$ cat src/rtl/mem_stage_if.sv
// Data-memory request/response bus between the memory stage and the data memory.
// Handshake: req/addr/web/wdata held stable until a single-cycle ready pulse.
interface mem_stage_if;
    logic        dm_req_o;
    logic [31:0] dm_addr_o;
    logic [3:0]  dm_web_o;
    logic [31:0] dm_wdata_o;
    logic        dm_ready_i;
    logic [31:0] dm_rdata_i;

    modport master (
        output dm_req_o, dm_addr_o, dm_web_o, dm_wdata_o,
        input  dm_ready_i, dm_rdata_i
    );

    modport slave (
        input  dm_req_o, dm_addr_o, dm_web_o, dm_wdata_o,
        output dm_ready_i, dm_rdata_i
    );
endinterface

$ cat src/rtl/mem_stage.sv
// Memory stage: registers EX results, runs the data-memory access, aligns loads, combines multiply partials.
// Latency 1 cycle for ALU/MUL ops, 1+N+1 for loads/stores; stalls upstream while an access is outstanding.
module mem_stage (
    input  logic             clk,
    input  logic             rst,
    input  logic             ex_valid_i,
    input  logic [31:0]      ex_insn_i,
    input  logic [31:0]      ex_alu_result_i,
    input  logic [31:0]      ex_mem_wdata_i,
    input  logic [3:0]       ex_mem_web_i,
    input  logic [3:0][31:0] ex_mul_part_i,
    input  logic [1:0]       ex_rs1_rs2_sign_i,
    input  logic             flush_i,
    mem_stage_if.master      dm,
    output logic             mem_stall_o,
    output logic             mem_wb_valid_o,
    output logic             mem_wb_en_o,
    output logic [4:0]       mem_rd_o,
    output logic [31:0]      mem_wb_data_o
);
    localparam logic [6:0] OP_LOAD  = 7'b0000011;
    localparam logic [6:0] OP_STORE = 7'b0100011;
    localparam logic [6:0] OP_R     = 7'b0110011;
    localparam logic [6:0] OP_I     = 7'b0010011;
    localparam logic [6:0] OP_AUIPC = 7'b0010111;
    localparam logic [6:0] OP_LUI   = 7'b0110111;
    localparam logic [6:0] OP_JAL   = 7'b1101111;
    localparam logic [6:0] OP_JALR  = 7'b1100111;
    localparam logic [6:0] OP_CSR   = 7'b1110011;

    typedef enum logic [1:0] {IDLE, ACC, DONE} state_t;

    typedef struct packed {
        logic             valid;
        logic [31:0]      insn;
        logic [31:0]      alu;
        logic [31:0]      wdata;
        logic [3:0]       web;
        logic [3:0][31:0] part;
        logic [1:0]       sign;
    } m_t;

    m_t          m_q, m_d;
    state_t      state_q, state_d;
    logic [31:0] ld_q, ld_d;
    logic        cap_mem_op;

    logic [6:0]  opcode;
    logic [2:0]  funct3;
    logic        is_load, is_mul;
    logic [63:0] prod, prod_neg;
    logic [31:0] mul_res, shifted;
    logic [15:0] half;

    assign opcode  = m_q.insn[6:0];
    assign funct3  = m_q.insn[14:12];
    assign is_load = (opcode == OP_LOAD);
    assign is_mul  = (opcode == OP_R) && (m_q.insn[31:25] == 7'b0000001) && !funct3[2];

    // Squashed or empty EX slots become an all-zero bubble so no stale fields leak out.
    always_comb begin
        m_d = '0;
        if (ex_valid_i && !flush_i) begin
            m_d.valid = 1'b1;
            m_d.insn  = ex_insn_i;
            m_d.alu   = ex_alu_result_i;
            m_d.wdata = ex_mem_wdata_i;
            m_d.web   = ex_mem_web_i;
            m_d.part  = ex_mul_part_i;
            m_d.sign  = ex_rs1_rs2_sign_i;
        end
    end

    assign cap_mem_op = m_d.valid && (m_d.insn[6:0] == OP_LOAD || m_d.insn[6:0] == OP_STORE);

    always_ff @(posedge clk) begin
        if (rst)
            m_q <= '0;
        else if (!mem_stall_o)
            m_q <= m_d;
    end

    always_ff @(posedge clk) begin
        if (rst)
            state_q <= IDLE;
        else
            state_q <= state_d;
    end

    always_comb begin
        state_d = state_q;
        case (state_q)
            ACC:     if (dm.dm_ready_i) state_d = DONE;
            default: state_d = cap_mem_op ? ACC : IDLE;
        endcase
    end

    // Load alignment: byte lane from addr[1:0]; halfword is low for addr 00, high otherwise.
    always_comb begin
        shifted = dm.dm_rdata_i >> {m_q.alu[1:0], 3'b000};
        half    = (m_q.alu[1:0] == 2'b00) ? dm.dm_rdata_i[15:0] : dm.dm_rdata_i[31:16];
        case (funct3)
            3'b000:  ld_d = {{24{shifted[7]}}, shifted[7:0]};
            3'b100:  ld_d = {24'b0, shifted[7:0]};
            3'b001:  ld_d = {{16{half[15]}}, half};
            3'b101:  ld_d = {16'b0, half};
            default: ld_d = dm.dm_rdata_i;
        endcase
    end

    always_ff @(posedge clk) begin
        if (rst)
            ld_q <= '0;
        else if (state_q == ACC && dm.dm_ready_i && is_load)
            ld_q <= ld_d;
    end

    always_comb begin
        prod = {32'b0, m_q.part[0]}
             + {16'b0, m_q.part[1], 16'b0}
             + {16'b0, m_q.part[2], 16'b0}
             + {m_q.part[3], 32'b0};
        prod_neg = -prod;
        case (funct3[1:0])
            2'b00:   mul_res = prod[31:0];
            2'b01:   mul_res = (m_q.sign[1] ^ m_q.sign[0]) ? prod_neg[63:32] : prod[63:32];
            2'b10:   mul_res = m_q.sign[1] ? prod_neg[63:32] : prod[63:32];
            default: mul_res = prod[63:32];
        endcase
    end

    always_comb begin
        mem_stall_o    = (state_q == ACC);
        dm.dm_req_o    = 1'b0;
        dm.dm_addr_o   = '0;
        dm.dm_web_o    = 4'b1111;
        dm.dm_wdata_o  = '0;
        if (state_q == ACC) begin
            dm.dm_req_o   = 1'b1;
            dm.dm_addr_o  = m_q.alu;
            dm.dm_web_o   = m_q.web;
            dm.dm_wdata_o = m_q.wdata;
        end
        mem_wb_valid_o = m_q.valid && (state_q != ACC);
        mem_rd_o       = m_q.insn[11:7];
        mem_wb_en_o    = mem_wb_valid_o && (mem_rd_o != 5'd0) &&
                         (opcode inside {OP_R, OP_I, OP_LOAD, OP_AUIPC, OP_LUI, OP_JAL, OP_JALR, OP_CSR});
        if (is_load)
            mem_wb_data_o = ld_q;
        else if (is_mul)
            mem_wb_data_o = mul_res;
        else
            mem_wb_data_o = m_q.alu;
    end

    logic unused_bits;
    assign unused_bits = ^{m_q.insn[24:15], prod_neg[31:0]};
endmodule

$ cat src/flat_wrapper.sv
// flat-port wrapper written by rule: the top's interface ports become plain ports
module mem_stage_flat 
  (clk, rst, ex_valid_i, ex_insn_i, ex_alu_result_i, ex_mem_wdata_i, ex_mem_web_i, ex_mul_part_i, ex_rs1_rs2_sign_i, flush_i, mem_stall_o, mem_wb_valid_o, mem_wb_en_o, mem_rd_o, mem_wb_data_o, dm_dm_req_o, dm_dm_addr_o, dm_dm_web_o, dm_dm_wdata_o, dm_dm_ready_i, dm_dm_rdata_i);
  mem_stage_if dm_i ();
  input  logic clk;
  input  logic rst;
  input  logic ex_valid_i;
  input  logic [31:0] ex_insn_i;
  input  logic [31:0] ex_alu_result_i;
  input  logic [31:0] ex_mem_wdata_i;
  input  logic [3:0] ex_mem_web_i;
  input  logic [3:0][31:0] ex_mul_part_i;
  input  logic [1:0] ex_rs1_rs2_sign_i;
  input  logic flush_i;
  output logic mem_stall_o;
  output logic mem_wb_valid_o;
  output logic mem_wb_en_o;
  output logic [4:0] mem_rd_o;
  output logic [31:0] mem_wb_data_o;
  output wire logic [$bits(dm_i.dm_req_o)-1:0] dm_dm_req_o;
  output wire logic [$bits(dm_i.dm_addr_o)-1:0] dm_dm_addr_o;
  output wire logic [$bits(dm_i.dm_web_o)-1:0] dm_dm_web_o;
  output wire logic [$bits(dm_i.dm_wdata_o)-1:0] dm_dm_wdata_o;
  input wire logic [$bits(dm_i.dm_ready_i)-1:0] dm_dm_ready_i;
  input wire logic [$bits(dm_i.dm_rdata_i)-1:0] dm_dm_rdata_i;
  assign dm_dm_req_o = dm_i.dm_req_o;
  assign dm_dm_addr_o = dm_i.dm_addr_o;
  assign dm_dm_web_o = dm_i.dm_web_o;
  assign dm_dm_wdata_o = dm_i.dm_wdata_o;
  assign dm_i.dm_ready_i = dm_dm_ready_i;
  assign dm_i.dm_rdata_i = dm_dm_rdata_i;
  mem_stage u_core (.clk(clk), .rst(rst), .ex_valid_i(ex_valid_i), .ex_insn_i(ex_insn_i), .ex_alu_result_i(ex_alu_result_i), .ex_mem_wdata_i(ex_mem_wdata_i), .ex_mem_web_i(ex_mem_web_i), .ex_mul_part_i(ex_mul_part_i), .ex_rs1_rs2_sign_i(ex_rs1_rs2_sign_i), .flush_i(flush_i), .dm(dm_i), .mem_stall_o(mem_stall_o), .mem_wb_valid_o(mem_wb_valid_o), .mem_wb_en_o(mem_wb_en_o), .mem_rd_o(mem_rd_o), .mem_wb_data_o(mem_wb_data_o));
endmodule
$ cat config.mk
export PLATFORM = sky130hd
export DESIGN_NAME = mem_stage_flat
export DESIGN_NICKNAME = d
export VERILOG_FILES = /design/src/rtl/mem_stage_if.sv /design/src/rtl/mem_stage.sv /design/src/flat_wrapper.sv
export SDC_FILE = /design/constraint.sdc
export NUM_CORES = 1
export LEC_CHECK = 0
export ABC_AREA = 0
export CAP_MARGIN = 20
export CORE_MARGIN = 3
export CORE_UTILIZATION = 51
export DETAILED_ROUTE_END_ITERATION = 8
export PLACE_DENSITY = 0.81
export SETUP_SLACK_MARGIN = 0.05
export SLEW_MARGIN = 10
export SYNTH_ARGS = -nofsm -noshare
export SYNTH_HDL_FRONTEND = slang
export SYNTH_SLANG_ARGS = --single-unit
$ cat constraint.sdc
create_clock -name clk -period 11.7 [get_ports clk]
set_clock_uncertainty 0.15 [all_clocks]
set_input_delay 2.34 -clock clk [delete_from_list [all_inputs] [get_ports clk]]
set_output_delay 2.34 -clock clk [all_outputs]
set_load 0.05 [all_outputs]
Word level (Yosys, flattened, before mapping):

Index checks and enable logic that the tools add are counted.

* $add $sub $neg: 4
* equality and inequality tests: 19
* shift-type cells: 1
* multiplexer cells: 15
* bitwise gates (word level): 1
* reductions and logical operators: 17

Operators by type and width (number)
* 231-bit two-way mux: 1
* 32-bit two-way mux: 6
* 32-bit one-hot mux with 4 select lines: 1
* 32-bit one-hot mux with 3 select lines: 1
* 64-bit by 48-bit adder with 64-bit output: 1
* 64-bit adder: 1
* 64-bit negator: 1
* 32-bit by 48-bit adder with 49-bit output: 1
* 32-bit by 5-bit right shift with 8-bit output: 1
* 7-bit by 6-bit == test with 1-bit output, second input constant: 3
* 7-bit == test, second input constant: 3
* 16-bit two-way mux: 1
* 7-bit by 2-bit == test with 1-bit output, second input constant: 2
* 7-bit by 5-bit == test with 1-bit output, second input constant: 2
* 1-bit logical AND: 9
* 8-bit nonzero test: 1
* 7-bit by 1-bit == test with 1-bit output, second input constant: 1
* 3-bit == test, second input constant: 2
* 5-bit nonzero test: 1
* 2-bit by 1-bit == test with 1-bit output, second input constant: 2
* 2-bit logical NOT: 2
* 2-bit two-way mux: 2
* 4-bit two-way mux: 1
* 2-bit by 1-bit != test with 1-bit output, second input constant: 2
* other kinds (7): 9

* register bits after elaboration: 265
* bits of input ports: 267
* output and inout port bits: 109
* word-level logic and storage cells: 69

Depth between registers and ports, before layout:

Gate-level depths: netlist of run 1.

* word-level depth: 8
* gate-level depth with buffers: 32
* depth with buffers taken out: 30

Worst setup path before layout of run 1:

Ideal clock, no wire load.

* kind: flip-flop to output port
* start point: register u_core.m_q[18] in the netlist's numbering
* end point: output port mem_wb_data_o[19]
* arrival: 7.566 ns
* required time: 9.210 ns
* setup slack: 1.644 ns
* stages on the path, launching flop included: 33
* cell sequence: dfxtp_1 -> ha_1 -> inv_1 -> fa_1 -> nor2b_1 -> o21ai_0 -> a21boi_0 -> o21ai_0 -> a21boi_0 -> o21ai_0 -> a21boi_0 -> o21ai_0 -> a2111oi_0 -> o31ai_1 -> a21boi_0 -> xnor2_1 -> fa_1 -> inv_1 -> ha_1 -> clkbuf_1 -> a21oi_1 -> o21ai_1 -> a211o_1 -> and3_1 -> a2111oi_0 -> nand3_1 -> and4_1 -> nand4_1 -> nand2b_1 -> clkbuf_1 -> mux2i_1 -> o22ai_1 -> o21ai_0

* cells in the longest elaborated chain, start to end: 8
* elaborated cells on any way between the ends: 9
* those cells by class: add/sub (4); mux (5)

RTL lines
* start: declaration: RTL line mem_stage.sv:43 `m_t m_q, m_d;`
* start signal: assignment: RTL line mem_stage.sv:80 `m_q <= m_d;`
* 32-bit by 48-bit adder with 49-bit output (*): RTL line mem_stage.sv:120 `+ {16'b0, m_q.part[1], 16'b0}`
* 64-bit by 48-bit adder with 64-bit output (*): RTL line mem_stage.sv:121 `+ {16'b0, m_q.part[2], 16'b0}`
* 64-bit adder (*): RTL line mem_stage.sv:122 `+ {m_q.part[3], 32'b0};`
* 64-bit negator: RTL line mem_stage.sv:123 `prod_neg = -prod;`
* 32-bit two-way mux, on equally long branches: RTL line mem_stage.sv:127, mem_stage.sv:126
* 32-bit one-hot mux with 3 select lines (*): RTL line mem_stage.sv:124 `case (funct3[1:0])`
* 32-bit two-way mux (*): RTL line mem_stage.sv:150 `else if (is_mul)`
* 32-bit two-way mux (*): RTL line mem_stage.sv:148 `if (is_load)`
* end: declaration: RTL line flat_wrapper.sv:19 `output logic [31:0] mem_wb_data_o;`

Every way passes the cells marked *; elsewhere a longest branch is shown, timed or not.

Worst setup path after layout of run 1:

* start point: register u_core.m_q[34] in the netlist's numbering
* end point: output port mem_wb_data_o[5]

Same word-level chain as after synthesis.

==> flow_summary.ini, run 1 <==
[outcome]
outcome = finished clean

[power_and_ir_drop]
leakage_nw = 8.37
power_w = 0.00216
vdd_drop_max_mv = 0.105
p_per_area_nw_per_um2 = 104

[setup_path]
slowest_delay_ns = 0.85
r2r_start = u_core.m_q[200]
cp_max_fo = 12
cpMostUsedCell = o21ai_0
path_buf_inv = 3
reg2reg_slack_ns = 8.15
crit_path_start_kind = flop
critPathCaptureType = primary output
critical_path.top_delay_family = compound AO/OA/AOI/OAI gates
reg2reg_depth = 7
path_class = reg2out
crit_required_ns = 9.21
rr_endpoint = u_core.ld_q[13]
crit_path_top_delay_cell = clkdlybuf4s50_1
critPathArrivalTime_ns = 8.64

[yosys]
synth_edf_count = 0
ys_ff_latch = 255
ys.flop_type = dfxtp_1
synth_top_area_cell = dfxtp_1
yosysUniqueCellTypes = 93
yosys_warnings = 0
yosysMostFrequentCell = nor2_1
avgSynthCellArea_um2 = 7.74
syn_area_um2 = 16100
ys_seq_area_frac = 0.318
yosys-top-cells-count = nor2_1, dfxtp_1, a21oi_1, a22oi_1, clkbuf_1
synthArstFlopShare = 0
ys_top_cells_by_area = dfxtp_1, nor2_1, a22oi_1
syn_nets = 2425
syn_inst = 2074
synth_top_area_frac = 0.318

[global_route]
grt_max_degree = 233
overflow = 0
grtUsageTotal = 0.318
grt_pass1_wl_um = 87100
grt_pass1_vias = 16000
antenna_found_initial = 0

[route]
routed_wl_um = 56100
drc = 0
vias = 16900
drt_iter0_markers = 1739
wl_per_cell_um = 20.3
drt.antenna.violating_nets = 0
drtPass1Iterations = 6
viasPerCell = 6.12

[placed_design]
dpl-instance-area_um2 = 19800
place.gp.congestion = 0.958
post-place-ws_ns = 0.261
dp_hpwl_um = 40800
port-buffer-count = 365

[floorplan]
die_h_um = 183
fp.dieW_um = 183
rows = 64
pin_count = 376
die-area_um2 = 33700
fp.coreArea_um2 = 30800
start_util = 0.521

[sta]
setup_tns_ns = 0
timing.final.ws_setup_ns = 0.575
min_period_over_period = 0.951
fmax_mhz = 89.9
tightestPinTransition_ns = 1.13
slew_viol_final = 0
setup_viol = 0
rsz0062_at_grt = false
period_needed_ns = 11.13
hold_viol_final = 0
max_slew_margin = 0.246

[final_layout]
num_antenna_cells = 0
nets = 2694
fin_area_um2 = 20900
syn_to_final_growth_pct = 30.0
drive_above_1_share = 0.0521

[cts]
worstSkewPairLatency_ns = 0.57
cts_sinks = 255
cts_made_buffers = 29
postCtsHoldBufs = 0
htreeDepth = 1
cts_tree = built
clk_pin_slew_worst_paths_ns = 0.06
cts_setup_buffers = 0
cts_root_buffer = clkbuf_16
cts_max_path_buffers = 3

[min_path]
hp-start = u_core.ld_q[6]
hold_depth = 2
hold_path_end = u_core.ld_q[6]
holdCritPathClass = reg2reg

[flow_run]
cap_violations = 0
## power by group
group / switching, W / internal [W]
sequential: 0.0000177 / 0.000889
combinational: 0.000169 / 0.000150
clock: 0.000372 / 0.000566
## area by class of cell
class                      count  area (um^2)
clock buffer                  43          848
sequential                   255         5100
clock inverter                 7          129
multi-input combinational   1589        10200
tap                          396          495
fill                        2568         9960
inverter                      83          312
timing repair buffer         385         3820
## routing by layer
layer | global-route usage | vias to the layer above | wire length, um
li1 | - | 8023 | -
met1 | 0.441 | 8063 | 23800
met4 | 0.0893 | 0 | 1850
met5 | 0 | - | 0
met2 | 0.498 | 684 | 25300
met3 | 0.0718 | 118 | 5180
## worst min-delay path: cells and delay by family (launching register included)
| kind | cells | cell delay, ns |
|---|---|---|
| compound gates | 1 | 0.05 |
| flops | 1 | 0.31 |
| simple gates | 1 | 0.05 |
## what timing repair did
item / in CTS / in global routing
endpoints found under the setup margin: 25 / 30
gates cloned: 0 / 0
gates resized for setup: 16 / 47
## logic make-up after synthesis
logic type / after synthesis / synth area share
DFF: 255 / 0.318
adders and majority gates: 85 / 0.0745
xor gates and xnor gates: 60 / 0.0332
buffers and inverters: 230 / 0.0566
AOI/OAI and AO/OA: 625 / 0.264
muxes: 17 / 0.0115
and+or+nand+nor: 802 / 0.242
## cell usage in the layout, fill, tap and decap left out, types with 18 or more instances in the layout
master / n
nor3_1: 48
xor2_1: 23
ha_1: 66
nor2_1: 353
a21oi_1: 174
a22oi_1: 164
nand4_1: 27
clkbuf_16: 29
inv_1: 83
dfxtp_1: 255
fa_1: 18
nand2_1: 115
and2_1: 72
nand3_1: 39
a21o_1: 22
xnor2_1: 34
nor4_1: 21
o21ai_0: 64
a31oi_1: 20
clkdlybuf4s50_1: 339
and3_1: 25
## per-stage QoR
stage	instances	utilization	hold slack, ns
detailed placement	2706	0.642	0.295
finish	2758	0.677	0.307
global route	2758	0.677	0.315
CTS	2756	0.673	0.307
global placement	2705	0.642	0.291
floorplan	2074	-	0.282
## worst max path at each step
| stage | from | end | slack, ns | depth (start not counted) |
|---|---|---|---|---|
| after global routing | u_core.m_q[34] | mem_wb_data_o[12] | 0.04 | 31 |
| after global placement | u_core.m_q[18] | mem_wb_data_o[10] | 0.42 | 30 |
| after detailed placement | u_core.m_q[18] | mem_wb_data_o[10] | 0.26 | 30 |
| final | u_core.m_q[34] | mem_wb_data_o[5] | 0.57 | 29 |
| after CTS | u_core.m_q[34] | mem_wb_data_o[10] | 0.003 | 30 |
| after floorplan | u_core.m_q[18] | mem_wb_data_o[19] | 1.64 | 32 |
## registers in the layout, summed over array words and instances, names as in the netlist
name             flops
u_core.mem_rd_o      5
u_core.funct3        3
u_core.ld_q         32
u_core.m_q         213
u_core.state_q       2
No activity file was read; power rests on OpenSTA's default activity.
==> run 2, diff against run 1 <==
- SLEW_MARGIN: 10 -> 20
==> flow_summary.ini, run 2 (synthesized netlist as in run 1, its figures left out) <==
[setup_path]
critPathArrivalTime_ns = 8.66
cp_max_fo = 12
crit_path_top_delay_cell = clkdlybuf4s50_1
crit_cells = 26
reg2reg_slack_ns = 8.12
critPathCaptureType = primary output
critical_path.top_delay_family = compound AO/OA/AOI/OAI gates
crit_path_start_kind = flop
crit_required_ns = 9.21
slowest_delay_ns = 0.85
cpMostUsedCell = o21ai_0
path_class = reg2out
path_buf_inv = 2
reg2reg_depth = 7

[min_path]
holdCritPathClass = reg2reg
hold_depth = 2

[cts]
cts_made_buffers = 28
cts_root_buffer = clkbuf_16
worstSkewPairLatency_ns = 0.57
cts_tree = built
clk_pin_slew_worst_paths_ns = 0.06
cts_sinks = 255
cts_max_path_buffers = 3
htreeDepth = 1
postCtsHoldBufs = 0

[power_and_ir_drop]
p_per_area_nw_per_um2 = 101
vdd_drop_max_mv = 0.110
leakage_nw = 8.37

[global_route]
grtUsageTotal = 0.316
grt_max_degree = 233
grt_pass1_wl_um = 86600
overflow = 0
grt_pass1_vias = 16000
antenna_found_initial = 1

[route]
vias = 16800
drtPass1Iterations = 8
drc = 0
routed_wl_um = 55700
viasPerCell = 6.10
drt_iter0_markers = 1864
wl_per_cell_um = 20.2
drt.antenna.violating_nets = 0

[placed_design]
post-place-ws_ns = 0.155
dp_hpwl_um = 40800
place.gp.congestion = 0.958
port-buffer-count = 365

[sta]
setup_tns_ns = 0
hold_viol_final = 0
max_slew_margin = 0.224
timing.final.ws_setup_ns = 0.547
fmax_mhz = 89.7
rsz0062_at_grt = false
slew_viol_final = 0
setup_viol = 0
tightestPinTransition_ns = 1.16
period_needed_ns = 11.15
min_period_over_period = 0.953

[final_layout]
regMostFlops = u_core.m_q
drive_above_1_share = 0.0526
nets = 2690
largest_register_ffs = 213
final_cell_mix = nor2_1, clkdlybuf4s50_1, dfxtp_1
nFillCells = 2605
final_common_cell = nor2_1
syn_to_final_growth_pct = 29.4
num_antenna_cells = 0

[floorplan]
fp.coreArea_um2 = 30800
pin_count = 376
die-area_um2 = 33700
start_util = 0.521
fp.dieW_um = 183
die_h_um = 183
rows = 64

[flow_run]
cap_violations = 0

[outcome]
outcome = finished clean
-- run 2: cell count changes in the layout (fill, tap and decap cells not counted), moves of 2 or more --
cell	previous run	this run
clkinv_2	2	6
dlymetal6s2s_1	10	14
dlygate4sd2_1	5	0
clkinvlp_4	0	2
buf_6	2	0
bufinv_16	3	1
clkbuf_1	7	3
-- run 2: metal layers --
layer,global-route usage,vias up,share of wire
met1,0.447,7924,0.43
met2,0.489,761,0.44
met3,0.0645,103,0.091
li1,-,8014,-
met5,0,-,0.00032
met4,0.0905,2,0.031
-- run 2: worst paths after layout --
kind              startpoint               end
max           u_core.m_q[20]  mem_wb_data_o[5]
min           u_core.ld_q[1]    u_core.ld_q[1]
max reg2reg  u_core.m_q[200]   u_core.ld_q[13]
min reg2reg   u_core.ld_q[1]    u_core.ld_q[1]
-- run 2: through the flow --
| step | area [um^2] | power [W] | std cells | util | hold WS [ns] |
|---|---|---|---|---|---|
| floorplan | 16100 | 0.00109 | 2074 | - | 0.282 |
| global placement | 19800 | 0.00123 | 2705 | 0.642 | 0.291 |
| detailed placement | 19800 | 0.00124 | 2705 | 0.642 | 0.297 |
| CTS | 20700 | 0.00211 | 2754 | 0.672 | 0.306 |
| global route | 20800 | 0.00218 | 2754 | 0.674 | 0.315 |
| finish | 20800 | 0.00211 | 2754 | 0.674 | 0.307 |
-- run 2: power by group --
group	switching [W]	leakage (nW)	internal (W)
registers	0.0000178	2.07	0.000889
clock network	0.000376	0.452	0.000506
logic	0.000168	5.84	0.000150
total	0.000562	8.37	0.00154
-- run 2: cell type report --
| cell class | count | area, um^2 | share of cell area |
|---|---|---|---|
| multi-input cells | 1589 | 10200 | 0.489 |
| flip-flops and latches | 255 | 5100 | 0.246 |
| repair buffers | 382 | 3790 | 0.183 |
| clock buffers | 38 | 808 | 0.0389 |
| well taps | 396 | 495 | 0.0238 |
| inverters | 83 | 312 | 0.0150 |
| clock inverters | 11 | 114 | 0.00548 |
-- run 2: worst reg2reg max path, stage by stage (launching register included) --
cell and delay [ns]:
dfxtp_1 0.34, or4_1 0.57, or3_1 0.73, nor2_2 0.23, buf_4 0.38, o21ai_0 0.46, a221oi_1 0.47, nor3_1 0.09
-- run 2: repair_timing --
action,in CTS,in global routing
pin swaps,0,1
setup buffers,0,0
setup endpoints to repair,24,27
gates resized for setup,10,49
==> run 3, diff against run 2 <==
- SLEW_MARGIN: 20 -> default
==> results of run 3 <==
Final layout, timing and power as in run 1 (identical DEF).
